File: src/rtl/ex_div_pkg.sv
// Shared types and encodings for the EX-stage multi-cycle divider.
// Optional early-out path is selected with the DIV_EARLY_OUT_EN macro.
package ex_div_pkg;

    localparam int DIV_DATA_W = 32;

    typedef enum logic [1:0] {
        DIV_FREE   = 2'b00,
        DIV_BYZERO = 2'b01,
        DIV_ON     = 2'b10,
        DIV_END    = 2'b11
    } div_state_e;

    localparam logic DIV_RESULT_READY     = 1'b1;
    localparam logic DIV_RESULT_NOT_READY = 1'b0;
    localparam logic DIV_START            = 1'b1;
    localparam logic DIV_STOP             = 1'b0;
    localparam logic DIV_ANNUL            = 1'b1;

endpackage

File: src/rtl/ex_div_step.sv
// One combinational restoring-division step: shift {rem,quo} left, subtract
// the divisor when it fits and record the quotient bit.
module ex_div_step
    import ex_div_pkg::*;
#(
    parameter int DATA_W = DIV_DATA_W
) (
    input  logic [DATA_W-1:0] rem_i,
    input  logic [DATA_W-1:0] quo_i,
    input  logic [DATA_W-1:0] divisor_i,
    output logic [DATA_W-1:0] rem_o,
    output logic [DATA_W-1:0] quo_o
);

    logic [DATA_W:0] rem_ext_s;
    logic [DATA_W:0] diff_s;

    // The shifted remainder can reach 2*divisor-1, so it needs one extra bit;
    // the sign of the widened difference tells whether the divisor fits.
    always_comb begin
        rem_ext_s = {rem_i, quo_i[DATA_W-1]};
        diff_s    = rem_ext_s - {1'b0, divisor_i};
        if (diff_s[DATA_W] == 1'b0) begin
            rem_o = diff_s[DATA_W-1:0];
            quo_o = {quo_i[DATA_W-2:0], 1'b1};
        end else begin
            rem_o = rem_ext_s[DATA_W-1:0];
            quo_o = {quo_i[DATA_W-2:0], 1'b0};
        end
    end

endmodule

File: src/rtl/ex_div.sv
// Multi-cycle restoring divider (DIV/DIVU) for the EX stage.
// Define DIV_EARLY_OUT_EN to finish in one cycle when |dividend| < |divisor|.
module ex_div
    import ex_div_pkg::*;
#(
    parameter int DATA_W = DIV_DATA_W
) (
    input  logic                  clk,
    input  logic                  rst,
    input  logic                  signed_div_i,
    input  logic [DATA_W-1:0]     opdata1_i,
    input  logic [DATA_W-1:0]     opdata2_i,
    input  logic                  start_i,
    input  logic                  annul_i,
    output logic [2*DATA_W-1:0]   result_o,
    output logic                  ready_o
);

    localparam int CNT_W = $clog2(DATA_W) + 1;
    localparam logic [CNT_W-1:0] CNT_LAST = CNT_W'(DATA_W);

    function automatic logic [DATA_W-1:0] cond_neg(input logic [DATA_W-1:0] x,
                                                   input logic neg);
        return neg ? (~x + DATA_W'(1)) : x;
    endfunction

    div_state_e           state_q, state_d;
    logic [CNT_W-1:0]     cnt_q, cnt_d;
    logic [DATA_W-1:0]    rem_q, rem_d;
    logic [DATA_W-1:0]    quo_q, quo_d;
    logic [DATA_W-1:0]    divisor_q, divisor_d;
    logic                 neg_quo_q, neg_quo_d;
    logic                 neg_rem_q, neg_rem_d;
    logic [2*DATA_W-1:0]  result_q, result_d;
    logic                 ready_q, ready_d;

    logic                 a_neg_s, b_neg_s;
    logic [DATA_W-1:0]    a_mag_s, b_mag_s;
    logic [DATA_W-1:0]    step_rem_s, step_quo_s;

    assign a_neg_s = signed_div_i & opdata1_i[DATA_W-1];
    assign b_neg_s = signed_div_i & opdata2_i[DATA_W-1];
    assign a_mag_s = cond_neg(opdata1_i, a_neg_s);
    assign b_mag_s = cond_neg(opdata2_i, b_neg_s);

    ex_div_step #(.DATA_W(DATA_W)) u_step (
        .rem_i     (rem_q),
        .quo_i     (quo_q),
        .divisor_i (divisor_q),
        .rem_o     (step_rem_s),
        .quo_o     (step_quo_s)
    );

    // Next-state, datapath and output computation; annul overrides every state.
    always_comb begin
        state_d   = state_q;
        cnt_d     = cnt_q;
        rem_d     = rem_q;
        quo_d     = quo_q;
        divisor_d = divisor_q;
        neg_quo_d = neg_quo_q;
        neg_rem_d = neg_rem_q;
        result_d  = result_q;
        ready_d   = ready_q;

        if (annul_i == DIV_ANNUL) begin
            state_d  = DIV_FREE;
            result_d = '0;
            ready_d  = DIV_RESULT_NOT_READY;
        end else begin
            case (state_q)
                DIV_FREE: begin
                    result_d = '0;
                    ready_d  = DIV_RESULT_NOT_READY;
                    if (start_i == DIV_START) begin
                        divisor_d = b_mag_s;
                        neg_quo_d = a_neg_s ^ b_neg_s;
                        neg_rem_d = a_neg_s;
                        cnt_d     = '0;
                        // BYZERO simply publishes {rem_q, quo_q} one edge later.
                        if (opdata2_i == '0) begin
                            state_d = DIV_BYZERO;
                            rem_d   = '0;
                            quo_d   = '0;
                        end
`ifdef DIV_EARLY_OUT_EN
                        else if (a_mag_s < b_mag_s) begin
                            state_d = DIV_BYZERO;
                            rem_d   = opdata1_i;
                            quo_d   = '0;
                        end
`endif
                        else begin
                            state_d = DIV_ON;
                            rem_d   = '0;
                            quo_d   = a_mag_s;
                        end
                    end else begin
                        state_d = DIV_FREE;
                    end
                end
                DIV_BYZERO: begin
                    state_d  = DIV_END;
                    result_d = {rem_q, quo_q};
                    ready_d  = DIV_RESULT_READY;
                end
                DIV_ON: begin
                    if (cnt_q == CNT_LAST) begin
                        state_d  = DIV_END;
                        result_d = {cond_neg(rem_q, neg_rem_q), cond_neg(quo_q, neg_quo_q)};
                        ready_d  = DIV_RESULT_READY;
                    end else begin
                        rem_d = step_rem_s;
                        quo_d = step_quo_s;
                        cnt_d = cnt_q + CNT_W'(1);
                    end
                end
                DIV_END: begin
                    if (start_i == DIV_STOP) begin
                        state_d  = DIV_FREE;
                        result_d = '0;
                        ready_d  = DIV_RESULT_NOT_READY;
                    end else begin
                        state_d = DIV_END;
                    end
                end
                default: begin
                    state_d  = DIV_FREE;
                    result_d = '0;
                    ready_d  = DIV_RESULT_NOT_READY;
                end
            endcase
        end
    end

    // State and datapath registers with asynchronous reset.
    always_ff @(posedge clk or posedge rst) begin
        if (rst) begin
            state_q   <= DIV_FREE;
            cnt_q     <= '0;
            rem_q     <= '0;
            quo_q     <= '0;
            divisor_q <= '0;
            neg_quo_q <= 1'b0;
            neg_rem_q <= 1'b0;
            result_q  <= '0;
            ready_q   <= DIV_RESULT_NOT_READY;
        end else begin
            state_q   <= state_d;
            cnt_q     <= cnt_d;
            rem_q     <= rem_d;
            quo_q     <= quo_d;
            divisor_q <= divisor_d;
            neg_quo_q <= neg_quo_d;
            neg_rem_q <= neg_rem_d;
            result_q  <= result_d;
            ready_q   <= ready_d;
        end
    end

    assign result_o = result_q;
    assign ready_o  = ready_q;

endmodule

File: config.mk
export PLATFORM = sky130hd
export DESIGN_NAME = ex_div
export DESIGN_NICKNAME = d
export VERILOG_FILES = /design/src/rtl/ex_div_pkg.sv /design/src/rtl/ex_div_step.sv /design/src/rtl/ex_div.sv
export SDC_FILE = /design/constraint.sdc
export NUM_CORES = 1
export LEC_CHECK = 0
export BUFFER_PORTS_ARGS = -buffer_cell sky130_fd_sc_hd__buf_2
export CAP_MARGIN = 0
export CORE_MARGIN = 2
export CORE_UTILIZATION = 49
export DETAILED_ROUTE_END_ITERATION = 8
export HOLD_SLACK_MARGIN = 0.02
export PLACE_DENSITY = 0.68
export SYNTH_ARGS = -nofsm -noshare
export SYNTH_HDL_FRONTEND = slang
export SYNTH_HIERARCHICAL = 1
export SYNTH_SLANG_ARGS = --single-unit
File: constraint.sdc
create_clock -name clk -period 5.5 [get_ports clk]
set_clock_uncertainty 0.15 [all_clocks]
set_input_delay 0 -clock clk [delete_from_list [all_inputs] [get_ports clk]]
set_output_delay 0 -clock clk [all_outputs]
set_load 0.01 [all_outputs]
# ---- Word level (Yosys, flattened, before mapping)
# Index checks and enable logic that the tools add are counted.
dict set report totals {
  regBits 171
  latch_bits 0
  ram_bits 0
  rom_bits 0
  inputBits 69
  out_inout_bits 65
  elab_cells 67
  n_memories 0
}
dict set report classes {
  n_addsub 6
  mul 0
  n_div 0
  magnitude_cmp 0
  eq_ne 8
  n_shift 0
  mux 30
  n_bitwise 8
  reduce_logical 6
}
# op count
set ops {}
lappend ops {{32-bit 2-to-1 mux} 10}
lappend ops {{64-bit one-hot mux with 4 select lines} 1}
lappend ops {{64-bit 2-to-1 mux} 3}
lappend ops {{32-bit by 1-bit adder with 32-bit output, second input constant} 4}
lappend ops {{32-bit inverter} 4}
lappend ops {{32-bit one-hot mux with 2 select lines} 2}
lappend ops {{33-bit by 32-bit subtractor with 33-bit output} 1}
lappend ops {{32-bit zero test} 1}
lappend ops {{6-bit 2-to-1 mux} 2}
lappend ops {{6-bit one-hot mux with 2 select lines} 1}
lappend ops {{2-bit 2-to-1 mux} 5}
lappend ops {{2-bit one-hot mux with 4 select lines} 1}
lappend ops {{6-bit by 1-bit adder with 6-bit output, second input constant} 1}
lappend ops {{6-bit == test, second input constant} 1}
lappend ops {{3-bit != test, second input constant} 2}
lappend ops {{2-bit == test, second input constant} 2}
lappend ops {{1-bit 2-to-1 mux} 4}
lappend ops {{2-bit != test, second input constant} 2}
lappend ops {{1-bit one-hot mux with 4 select lines} 1}
lappend ops {{4-bit AND reduction} 1}
lappend ops {{3-bit AND reduction} 1}
lappend ops {{1-bit bitwise AND} 2}
lappend ops {{2-bit by 1-bit == test with 1-bit output, second input constant} 1}
lappend ops {{2-bit zero test} 1}
lappend ops {{4 further kinds} 4}

# ---- Depth between registers and ports, before layout
dict set report depth {
  ltp_word 6
  mapped_depth 16
  mapped_depth_nobuf 14
}

# ---- Modules after synthesis
# Netlist, hierarchy kept.
# mod n_inst cells_each area_per_inst_um2 seq_area_each_um2
set modules_own_cells {}
lappend modules_own_cells {ex_div 1 1109 9806.9 4279.1}
lappend modules_own_cells {ex_div_step 1 336 2598.7 0.0}

# ---- Worst setup path after synthesis
# No wires, ideal clock.
dict set report synth_timing {
  path_kind {reg-to-reg}
  from {register quo_q[31]}
  to {register rem_q[10]}
  setup_time_ns 0.121
  arrival_time_ns 3.381
  t_required_ns 5.229
  setup_slack_ns 1.848
  path_stages_with_launch 17
  n_path_buf 2
  synth_period_minus_slack_ns 3.652
  path_cell_list {dfrtp_1 inv_1 ha_1 fa_1 and2b_2 o2111ai_2 a21oi_2 o2111ai_1 a211oi_2 nor2_4 mux2i_4 and2_4 buf_12 inv_8 buf_12 mux2_4 a22o_1}
}
dict set report synth_via {
  elab_chain_len 4
}
# element line
set synth_lines {}
lappend synth_lines {{start: declaration} ex_div.sv:30} ;# logic [DATA_W-1:0] quo_q, quo_d;
lappend synth_lines {{start signal: assignment} ex_div.sv:152} ;# quo_q <= quo_d;
lappend synth_lines {{33-bit by 32-bit subtractor with 33-bit output} ex_div_step.sv:22} ;# diff_s = rem_ext_s - {1'b0, divisor_i};
lappend synth_lines {{32-bit 2-to-1 mux} ex_div_step.sv:23} ;# if (diff_s[DATA_W] == 1'b0) begin
lappend synth_lines {{via step_rem_s[10]} ex_div.sv:39} ;# logic [DATA_W-1:0] step_rem_s, step_quo_s;
lappend synth_lines {{32-bit 2-to-1 mux} ex_div.sv:108} ;# if (cnt_q == CNT_LAST) begin
lappend synth_lines {{32-bit one-hot mux with 2 select lines} ex_div.sv:71} ;# case (state_q)
lappend synth_lines {{end signal: assignment} ex_div.sv:151} ;# rem_q <= rem_d;
lappend synth_lines {{end: declaration} ex_div.sv:29} ;# logic [DATA_W-1:0] rem_q, rem_d;
# The timed path passes the listed nets, and every way through them passes these cells. The select of a mux whose other input is x is not followed.
# A chain may end at the register's enable or synchronous reset.

# ---- Worst setup path in the final report
dict set report layout_timing {
  from {register cnt_q[0]}
  to {register result_q[9], in the netlist result_o[9]}
}
dict set report layout_via {
  elab_chain_len 3
}
# element line
set layout_lines {}
lappend layout_lines {{start: declaration} ex_div.sv:28} ;# logic [CNT_W-1:0] cnt_q, cnt_d;
lappend layout_lines {{start signal: assignment} ex_div.sv:150} ;# cnt_q <= cnt_d;
lappend layout_lines {{6-bit == test} ex_div.sv:108}
lappend layout_lines {{3-bit != test (no source line)} --}
lappend layout_lines {{2-bit AND reduction (no source line)} --}
lappend layout_lines {{end signal: assignment} ex_div.sv:156} ;# result_q <= result_d;
lappend layout_lines {{end: declaration} ex_div.sv:34} ;# logic [2*DATA_W-1:0] result_q, result_d;
# Every way passes these cells.

==> impl_metrics.prom <==
# TYPE chip_impl_metric gauge
chip_impl_info{name="root_buffer",value="clkbuf_16"} 1
chip_impl_metric{name="via_count_of_the_first_global_routing_pass",unit=""} 10900
chip_impl_metric{name="final-setup-viol-count",unit=""} 0
chip_impl_metric{name="drt-total-wl",unit="mm"} 35.4
chip_impl_metric{name="place_congestion",unit=""} 0.910
chip_impl_metric{name="cap_violations",unit=""} 0
chip_impl_metric{name="post_synth_and_or_nand_nor_area_fraction",unit=""} 0.179
chip_impl_metric{name="async_s_r_ff_share_synth",unit=""} 1.00
chip_impl_info{name="result_of_the_run",value="finished, final reports clean"} 1
chip_impl_info{name="type_of_the_worst_setup_path",value="flop to flop"} 1
chip_impl_metric{name="die_w",unit="um"} 163
chip_impl_info{name="critical_path.endpoint_type",value="flop"} 1
chip_impl_metric{name="cp.arrival",unit="ns"} 4.25
chip_impl_info{name="holdCritPathClass",value="primary input to asynchronous set/reset pin"} 1
chip_impl_metric{name="top_level_ports",unit=""} 134
chip_impl_metric{name="route.detailed.drc",unit=""} 0
chip_impl_metric{name="grt_first_pass_wirelength",unit="mm"} 57.2
chip_impl_metric{name="cts_setup_buffers",unit=""} 0
chip_impl_metric{name="clock_latency_late_sink",unit="ns"} 0.43
chip_impl_metric{name="placement_rows",unit=""} 58
chip_impl_metric{name="port_buffers",unit=""} 133
chip_impl_metric{name="cellLeakagePower",unit="nW"} 6.61
chip_impl_metric{name="drtPass1Iterations",unit=""} 5
chip_impl_metric{name="yosys.cell_types.count",unit=""} 89
chip_impl_metric{name="clock-sinks",unit=""} 171
chip_impl_metric{name="yosys.area_share.adder",unit=""} 0.0440
chip_impl_metric{name="synth_area",unit="mm2"} 0.0124
chip_impl_info{name="synth_top_family_by_area",value="compound AO/OA/AOI/OAI gates"} 1
chip_impl_metric{name="yosysSeqAreaShare",unit=""} 0.345
chip_impl_metric{name="period_share",unit=""} 0.737
chip_impl_metric{name="core",unit="mm2"} 0.0250
chip_impl_metric{name="ys_ff_latch",unit=""} 171
chip_impl_metric{name="clkTransAtPathRegs",unit="ns"} 0.07
chip_impl_metric{name="grt_max_degree",unit=""} 71
chip_impl_metric{name="timing_worst_slew_pin_value",unit="ns"} 1.30
chip_impl_metric{name="achievable_frequency",unit="GHz"} 0.247
chip_impl_metric{name="muxShareOfSynthArea",unit=""} 0.0358
chip_impl_metric{name="grt_usage",unit=""} 0.267
chip_impl_metric{name="netlist.area_leader.share",unit=""} 0.345
chip_impl_metric{name="fin_setup_tns",unit="ns"} 0
chip_impl_metric{name="cellPowerDensity",unit="mW/mm2"} 307
chip_impl_metric{name="synthXorXnorAreaFrac",unit=""} 0.0861
chip_impl_metric{name="synthesis.instances",unit=""} 1445
chip_impl_metric{name="minimum_hold_slack",unit="ns"} 0.0734
chip_impl_metric{name="slew_headroom",unit=""} 0.128
chip_impl_metric{name="peakVddDrop",unit="uV"} 196
chip_impl_info{name="post-synth-top-count-cell",value="dfrtp_1"} 1
chip_impl_metric{name="final-hold-violation-count",unit=""} 0
chip_impl_metric{name="place.detailed.hpwl",unit="mm"} 24.7
chip_impl_metric{name="die_height",unit="um"} 163
chip_impl_metric{name="synth_edf_count",unit=""} 0
chip_impl_info{name="dominantRegCellSynth",value="dfrtp_1"} 1
chip_impl_metric{name="drt_iter0_drc",unit=""} 961
chip_impl_metric{name="flow.area_growth_from_synthesis",unit="%"} 17.0
chip_impl_metric{name="layout-drive-gt1-share",unit=""} 0.152
chip_impl_metric{name="ant_nets",unit=""} 0
chip_impl_metric{name="drv_slew",unit=""} 0
chip_impl_info{name="worstSetupStartpointType",value="flop"} 1
chip_impl_metric{name="number_of_warning_messages_in_the_yosys_log",unit=""} 6
chip_impl_info{name="ys_top_cells_by_count",value="171 x dfrtp_1, 158 x o21ai_0, 145 x nand2_1, 97 x nor2_1, 80 x a21oi_1"} 1
chip_impl_metric{name="gr-total-overflow",unit=""} 0
chip_impl_metric{name="routed_wire_length_per_instance",unit="um"} 18.3
chip_impl_metric{name="fillCellCount",unit=""} 2236
chip_impl_metric{name="clock_path_buffers",unit=""} 2
chip_impl_metric{name="cts_buffers",unit=""} 17
chip_impl_info{name="yosys.area.top_type",value="dfrtp_1"} 1
chip_impl_metric{name="critical_path_required",unit="ns"} 5.69
chip_impl_metric{name="grt_antenna_before_repair",unit=""} 0
chip_impl_metric{name="timing.critical_path.fanout_max",unit=""} 17
chip_impl_info{name="tritoncts",value="yes"} 1
chip_impl_metric{name="htree_num_levels",unit=""} 4
chip_impl_metric{name="routed-via-count",unit=""} 11700
chip_impl_metric{name="antennaDiodeCount",unit=""} 0
chip_impl_metric{name="synth-compound-area-share",unit=""} 0.240
chip_impl_metric{name="floorplan.initialDensity",unit=""} 0.496
chip_impl_metric{name="detail_route.vias_per_cell",unit=""} 6.05
chip_impl_info{name="synthTopCellsByArea",value="dfrtp_1 34%, o21ai_0 6.4%, xor2_1 5.0%"} 1
chip_impl_metric{name="postSynthAreaPerCell",unit="um2"} 8.59
chip_impl_info{name="rsz0062_at_grt",value="no"} 1
chip_impl_metric{name="fin_crit",unit="ns"} 4.06
chip_impl_metric{name="finalNetCount",unit=""} 1709
chip_impl_metric{name="synth_fp_nets",unit=""} 1557
chip_impl_metric{name="die-area",unit="mm2"} 0.0266
routing by layer:
layer  wire length [um]  vias to the layer above  share of wire  global-route usage
li1                   -                     5530              -                   -
met1              16900                     5735           0.48               0.393
met2              15800                      427           0.45               0.413
met3               2020                       41          0.057              0.0330
met4                633                        0          0.018              0.0784
met5                  0                        -              0                   0
cell usage in the layout (no fill, tap or decap), types with 8 or more instances in the layout:
cell type,Yosys,layout
a21o_1,20,20
a21oi_1,80,79
a22o_1,31,31
a22oi_1,46,46
a31oi_1,17,17
buf_2,1,133
buf_4,35,13
clkbuf_16,0,17
dfrtp_1,171,171
dlygate4sd3_1,0,95
ha_1,42,42
inv_1,57,56
mux2_4,19,19
mux2i_1,8,8
nand2_1,145,145
nand2b_1,10,10
nand3_1,40,40
nor2_1,97,95
nor3_1,37,37
nor4_1,18,18
o21a_1,8,8
o21ai_0,158,158
o31ai_1,30,30
or3_1,20,19
or4_1,10,10
xnor2_1,51,51
xor2_1,71,71
through the flow:
stage	power, mW	setup slack, ns	cell area [um2]	util	cells
after floorplan	2.88	0.718	12400	-	1445
after global placement	3.09	1.67	13000	0.517	1813
after detailed placement	3.12	1.57	13000	0.517	1813
after CTS	4.45	1.52	14500	0.580	1940
after global routing	4.72	1.23	14500	0.580	1940
final	4.46	1.44	14500	0.580	1940
cells by family after synthesis:
logic type | count (synthesis)
AOI/OAI and AO/OA | 463
xor gates and xnor gates | 122
adders and majority gates | 43
buffers and inverters | 166
DFF | 171
muxes | 33
and+or+nand+nor | 447
final cells by class:
| type | count | area, um2 | share of cell area |
|---|---|---|---|
| multi-input combinational | 1108 | 7270 | 0.501 |
| timing repair buffer | 241 | 1710 | 0.118 |
| tap | 330 | 413 | 0.0284 |
| inverter | 58 | 230 | 0.0159 |
| clock inverter | 12 | 163 | 0.0112 |
| sequential | 171 | 4280 | 0.295 |
| clock buffer | 20 | 447 | 0.0308 |
timing repair:
action | in CTS | in global routing
endpoints found under the hold margin | 144 | 0
gates resized for setup | 0 | 0
hold buffers | 95 | 0
state kept, by name, indices dropped and copies added, names as in the netlist:
name,flops
result_o,64
divisor_q,32
quo_q,32
rem_q,32
cnt_q,6
state_q,2
neg_quo_q,1
neg_rem_q,1
ready_o,1
critical path, cell delays in order, from the launching register on:
cell	delay, ns
dfrtp_1	0.40
inv_1	0.10
ha_1	0.15
or4b_2	0.64
o21ai_1	0.53
nand2_1	0.59
nor2_1	1.05
nand3_1	0.14
o211ai_1	0.22
worst paths after layout:
path                                      startpoint  depth (start not counted)                        end  slack [ns]
max in group asynchronous                        rst                          4      quo_q[11]$_DFFE_PP0P_        3.99
max reg2reg                     cnt_q[0]$_DFFE_PP0P_                          8    result_o[9]$_DFFE_PP0P_        1.44
min                                              rst                          3   result_o[56]$_DFFE_PP0P_        0.07
min in group clk                             annul_i                          3     state_q[0]$_DFFE_PP0P_        0.23
max                             cnt_q[0]$_DFFE_PP0P_                          8    result_o[9]$_DFFE_PP0P_        1.44
min reg2reg                divisor_q[28]$_DFFE_PP0P_                          2  divisor_q[28]$_DFFE_PP0P_        0.33
report_power, final:
part / switching (mW) / total [mW] / internal, mW
Sequential: 0.303 / 1.75 / 1.45
Combinational: 0.838 / 1.45 / 0.615
Clock: 0.528 / 1.26 / 0.734
Total: 1.67 / 4.46 / 2.79
(Power assumes the default switching activity.)
